`config.mk`:
```
export PLATFORM = sky130hd
export DESIGN_NAME = core_cycle_monitor
export DESIGN_NICKNAME = d
export VERILOG_FILES = /design/src/rtl/core_cycle_monitor.sv
export SDC_FILE = /design/constraint.sdc
export NUM_CORES = 1
export LEC_CHECK = 0
export ABC_AREA = 1
export BUFFER_PORTS_ARGS = -buffer_cell sky130_fd_sc_hd__buf_2
export CORE_MARGIN = 2
export CORE_UTILIZATION = 45
export DETAILED_ROUTE_END_ITERATION = 8
export PLACE_DENSITY = 0.79
export SETUP_SLACK_MARGIN = 0.5
export SYNTH_ARGS = -nofsm -noshare
export SYNTH_HDL_FRONTEND = slang
export SYNTH_SLANG_ARGS = --single-unit
```
`constraint.sdc`:
```
create_clock -name clock -period 4.97 [get_ports clock]
set_input_delay 0.994 -clock clock [delete_from_list [all_inputs] [get_ports clock]]
set_output_delay 0.994 -clock clock [all_outputs]
set_load 0.03 [all_outputs]
```
`src/rtl/core_cycle_monitor.sv`:
```
// Core cycle monitor: counts core cycles from reset and latches test completion
// (pass/fail/timeout) from a tohost write. Optional heartbeat: CORE_CYCLE_MONITOR_HEARTBEAT_EN.
module core_cycle_monitor #(
  parameter int WIDTH    = 32,
  parameter int HB_SHIFT = 16
) (
  input  logic             clock,
  input  logic             reset,
  input  logic [WIDTH-1:0] io_limit,
  input  logic             io_tohost_valid,
  output logic             io_tohost_ready,
  input  logic [31:0]      io_tohost_bits,
  output logic [WIDTH-1:0] io_cycles,
  output logic             io_finished,
  output logic             io_pass,
  output logic [30:0]      io_exit_code,
  output logic             io_timeout,
  output logic [1:0]       io_state
`ifdef CORE_CYCLE_MONITOR_HEARTBEAT_EN
  ,
  output logic             io_heartbeat
`endif
);

  typedef enum logic [1:0] {
    ST_RUN     = 2'd0,
    ST_PASS    = 2'd1,
    ST_FAIL    = 2'd2,
    ST_TIMEOUT = 2'd3
  } state_t;

  state_t           r_state;
  logic [WIDTH-1:0] r_cycles;
  logic [30:0]      r_exit_code;

  logic             w_running;
  logic             w_term_write;
  logic             w_is_pass;
  logic             w_limit_hit;
  logic [WIDTH-1:0] w_cycles_inc;

  // Handshake: a tohost write is accepted on a rising clock edge when
  // io_tohost_valid & io_tohost_ready; ready is high only while running.
  assign w_running    = (r_state == ST_RUN);
  assign w_term_write = io_tohost_valid & w_running & io_tohost_bits[0];
  assign w_is_pass    = (io_tohost_bits == 32'h0000_0001);
  assign w_limit_hit  = (io_limit != '0) && (r_cycles >= io_limit);
  assign w_cycles_inc = (&r_cycles) ? r_cycles : r_cycles + WIDTH'(1);

  always_ff @(posedge clock or posedge reset) begin
    if (reset) begin
      r_state     <= ST_RUN;
      r_cycles    <= '0;
      r_exit_code <= '0;
    end else if (w_running) begin
      // A terminating write outranks a timeout seen on the same edge; in both
      // cases the counter keeps the value that was compared.
      if (w_term_write) begin
        r_state     <= w_is_pass ? ST_PASS : ST_FAIL;
        r_exit_code <= w_is_pass ? 31'd0 : io_tohost_bits[31:1];
      end else if (w_limit_hit) begin
        r_state <= ST_TIMEOUT;
      end else begin
        r_cycles <= w_cycles_inc;
      end
    end
  end

`ifdef CORE_CYCLE_MONITOR_HEARTBEAT_EN
  logic r_heartbeat;

  always_ff @(posedge clock or posedge reset) begin
    if (reset) begin
      r_heartbeat <= 1'b0;
    end else if (w_running && !w_term_write && !w_limit_hit) begin
      r_heartbeat <= (w_cycles_inc[HB_SHIFT-1:0] == '0);
    end else begin
      r_heartbeat <= 1'b0;
    end
  end

  assign io_heartbeat = r_heartbeat;
`endif

  assign io_cycles       = r_cycles;
  assign io_exit_code    = r_exit_code;
  assign io_state        = r_state;
  assign io_tohost_ready = w_running;
  assign io_finished     = !w_running;
  assign io_pass         = (r_state == ST_PASS);
  assign io_timeout      = (r_state == ST_TIMEOUT);

endmodule

```
* After elaboration in Yosys (flattened, before gate mapping)
Index checks and enable logic that the tools add are counted.
Storage, ports and cells: register bits 65, input port bits 67, output and inout bits 69, word-level logic and storage cells 26
Operators by class: $add $sub $neg 1, order comparisons 1, equal/unequal tests 3, mux-type cells 4, bitwise operators 5, reductions and logical operators 9
Operators by type and width (count):
- $add A32 B1 Y32 const B | 1
- $eq A32 B1 Y1 const B | 1
- $ge A32 B32 Y1 | 1
- $reduce_and A32 Y1 | 1
- $reduce_bool A32 Y1 | 1
- $mux W31 | 1
- $mux W2 | 3
- $reduce_and A2 Y1 | 2
- $reduce_and A4 Y1 | 1
- $not A1 Y1 | 3
- $and A1 B1 Y1 | 2
- $eq A2 B1 Y1 const B | 1
- $eq A2 B2 Y1 const B | 1
- $logic_not A2 Y1 | 1
- $reduce_bool A2 Y1 | 1
- $logic_and A1 B1 Y1 | 1
- $logic_not A1 Y1 | 1

* Depth between registers and ports, before layout
depth after elaboration 5, depth in mapped cells 18, depth with buffers taken out 17

* Worst setup path before layout
OpenSTA, ideal clock, no wires.
path kind reg-to-output, start point reg r_state[1] (netlist: io_state[1]), end point out io_finished, data arrival time 1500 ps, required time 3976 ps, setup slack 2476 ps, stages on the path, launching flop included 3, buffers on the path 0, cell sequence dfrtp_1 -> nor2_1 -> inv_1
Between the ends: word-level cells in the longest chain between the ends 2
Ends and longest elaborated chain:
- start, declared | RTL line 32 | state_t r_state;
- start signal, assigned | RTL line 59 | r_state <= w_is_pass ? ST_PASS : ST_FAIL;
- $logic_not A2 Y1 | RTL line 44 | assign w_running = (r_state == ST_RUN);
- net io_tohost_ready | RTL line 11 | output logic io_tohost_ready,
- $logic_not A1 Y1 | RTL line 89 | assign io_finished = !w_running;
- end, declared | RTL line 14 | output logic io_finished,
The timed path passes the listed nets, and every way through them passes these cells.

* Worst setup path in the final report
start point in io_limit[7], end point reg r_cycles[25] (netlist: io_cycles[25])
Between the ends: word-level cells in the longest chain between the ends 4, elaborated cells between the ends (all ways) 5, classes of those cells order compare: 1; bitwise: 1; reduce/logical: 3
Ends and longest elaborated chain:
- start, declared | RTL line 9 | input logic [WIDTH-1:0] io_limit,
- $ge A32 B32 Y1 or $reduce_bool A32 Y1 (tied branches) | RTL line 47 | assign w_limit_hit = (io_limit != '0) && (r_cycles >= io_limit);
- $logic_and A1 B1 Y1 (*) | RTL line 47
- $not A1 Y1 (no source line) (*)
- $reduce_and A4 Y1 (no source line) (*)
- end signal, assigned | RTL line 64 | r_cycles <= w_cycles_inc;
- end, declared | RTL line 33 | logic [WIDTH-1:0] r_cycles;
Mark *: on every way between the ends. The rest lies on a longest branch, timed or not. A chain may end at the register's enable or synchronous reset.

==> results.ini <==
[routing]
drtIter0Drc=218
drt_wl_total_um=11200
first_pass_iters=5
vias_per_cell=4.98
final_antenna_net_count=0
vias=4474
wl_per_cell_um=12.4
drc=0

[sta]
setup_viol=0
rsz0062_at_grt=no
fin_setup_tns_ps=0
relSlewSlack=0.513
finalMaxSlewViolations=0
fin_crit_sh=0.652
hold_viol=0
worstMarginPinSlew_ps=729
min_period_ps=3240
clock_skew_ps=6.74
fmaxAchievable_mhz=309
setup_ws_ps=1730

[grt]
grt_pass1_vias=4084
grt_overflow=0
grt_pass1_wl_um=19100
grt_max_degree=43
track_usage=0.215
antenna_found_initial=0

[worst_hold_path]
holdCritPathClass=reg2reg
min_to=io_exit_code[15]
hold_start=io_exit_code[15]
worstHoldPathCells=2

[finish]
multi_input_area_um2=2440
n_antenna_cell=0
seqCellArea_um2=1630
area_delta_synth_final_pct=21.2
nets=860
final_cells=898
fillers=941
layout_commonest_cell=nand2_1
layout-drive-gt1-share=0.208
layout_common_cells=nand2_1 (243), buf_2 (135), inv_1 (75), dfrtp_1 (65), nand4_1 (50)

[logic_synthesis]
ys_types=24
postSynthAreaPerCell_um2=7.07
ys_ff_latch=65
netlist_instances=631
ys_warn_count=0
ys_seq_area_frac=0.364
syn_area_um2=4460
synth_fp_nets=731

[setup_path]
cp-start-kind=input port
reg2reg_to=io_cycles[25]
r2r_setup_slack_ps=1990
cp-end-kind=flop
crit_type=in2reg
worstPathMaxFanout=35
reg2regPathDepth=15
crit_path_start=io_limit[7]
crit_required_ps=5190
crit_arrival_ps=3460
timing.rr.start=io_cycles[3]

[floorplanning]
die_w_um=104
io_pins=136
start_util=0.461
placementRows=36
die_y_um=104
core_region_area_um2=9680
die_area_um2=10700

[pwr]
leakage_nw=3.25
p_per_area_nw_per_um2=194
peakVddDrop_v=0.000104

[cts]
numCtsBuffers=9
hold_buffers=0
cts_root_buf=clkbuf_8
cts_resized=0
post_cts_buffers=0
cts.sinks=65
insertion_delay_ps=340
clk_pin_slew_ps=80
cts_max_path_buffers=2
htreeDepth=3
cts_tree=yes

[job]
maxCapViolations=0

[place]
place_hpwl_um=8660
dpl_worst_slack_ps=1400
gp_congestion=0.967
dp.cells=882
portBuffers=135

[status]
run_status=complete, no violations

[cell families after synthesis]
logic type | Yosys count | synth area share
fa+ha+maj | 33 | 0.0925
xor+xnor | 26 | 0.0510
compound gates | 26 | 0.0308
simple gates | 385 | 0.372
buf+inv | 96 | 0.0888
flops | 65 | 0.364
[synth_stat cells, drive strengths merged]
| cell type | number | area, µm² |
|---|---|---|
| nand4 | 50 | 313 |
| xor2 | 16 | 140 |
| nor3 | 14 | 70.1 |
| inv | 77 | 289 |
| nand3b | 3 | 22.5 |
| o21ai | 12 | 60.1 |
| a21o | 2 | 15.0 |
| ha | 33 | 413 |
| and3 | 1 | 6.26 |
| a21oi | 11 | 55.1 |
| xnor2 | 10 | 87.6 |
| dfrtp | 65 | 1630 |
| nor2 | 48 | 180 |
| clkbuf | 5 | 18.8 |
| o21a | 1 | 7.51 |
| buf | 14 | 88.8 |
| nand2 | 244 | 918 |
| nor3b | 2 | 15.0 |
| nor4 | 6 | 37.5 |
| nand3 | 17 | 100 |
[through the flow]
stage               utilization  power (mW)  cell area (µm²)  hold WS [ps]
floorplan                     -       0.571             4460           659
global placement          0.538       0.607             5210           461
detailed placement        0.538       0.608             5210           461
CTS                       0.559        1.06             5410           484
global route              0.559        1.10             5410           511
finish                    0.559        1.05             5410           480
[registers in the layout, indices dropped and copies added, names as in the netlist]
| name | flops |
|---|---|
| io_state | 2 |
| io_cycles | 32 |
| io_exit_code | 31 |
[how the worst max path moves through the flow]
stage	to	slack, ps	cells past startpoint
3_5_place_dp	io_cycles[19]	1400	14
2_1_floorplan	io_cycles[0]	2350	1
3_3_place_gp	io_cycles[17]	1450	15
5_1_grt	io_cycles[25]	1380	15
4_1_cts	io_cycles[25]	1720	14
6_report	io_cycles[25]	1730	14
[routing by layer]
layer	GRT usage	vias up	part of all wire
met3	0.0453	24	0.064
met2	0.358	159	0.46
met4	0.0820	0	0.027
met1	0.276	2003	0.45
li1	-	2288	-
met5	0	-	0
[final cells by class]
cell class	count	area share
Timing Repair Buffer	137	0.128
Multi-Input combinational cell	470	0.451
Clock inverter	7	0.0132
Inverter	77	0.0534
Tap cell	133	0.0308
Sequential cell	65	0.301
Clock buffer	9	0.0229
[worst max-delay path, cell delays in order]
cell	delay, ps
buf_2	80
inv_1	40
ha_1	310
a21o_1	180
nor2_1	90
nand2_1	70
nand2_1	60
nand2_1	80
nand2_1	80
nand2_1	50
nand2_2	440
nand3_2	630
nand2_1	240
nand2_1	90
[where the power goes]
part	internal [mW]	switching (mW)	total [mW]
registers	0.528	0	0.528
logic	0.0290	0.0387	0.0677
clock network	0.231	0.219	0.451
Power figures use the tool's default switching activity.
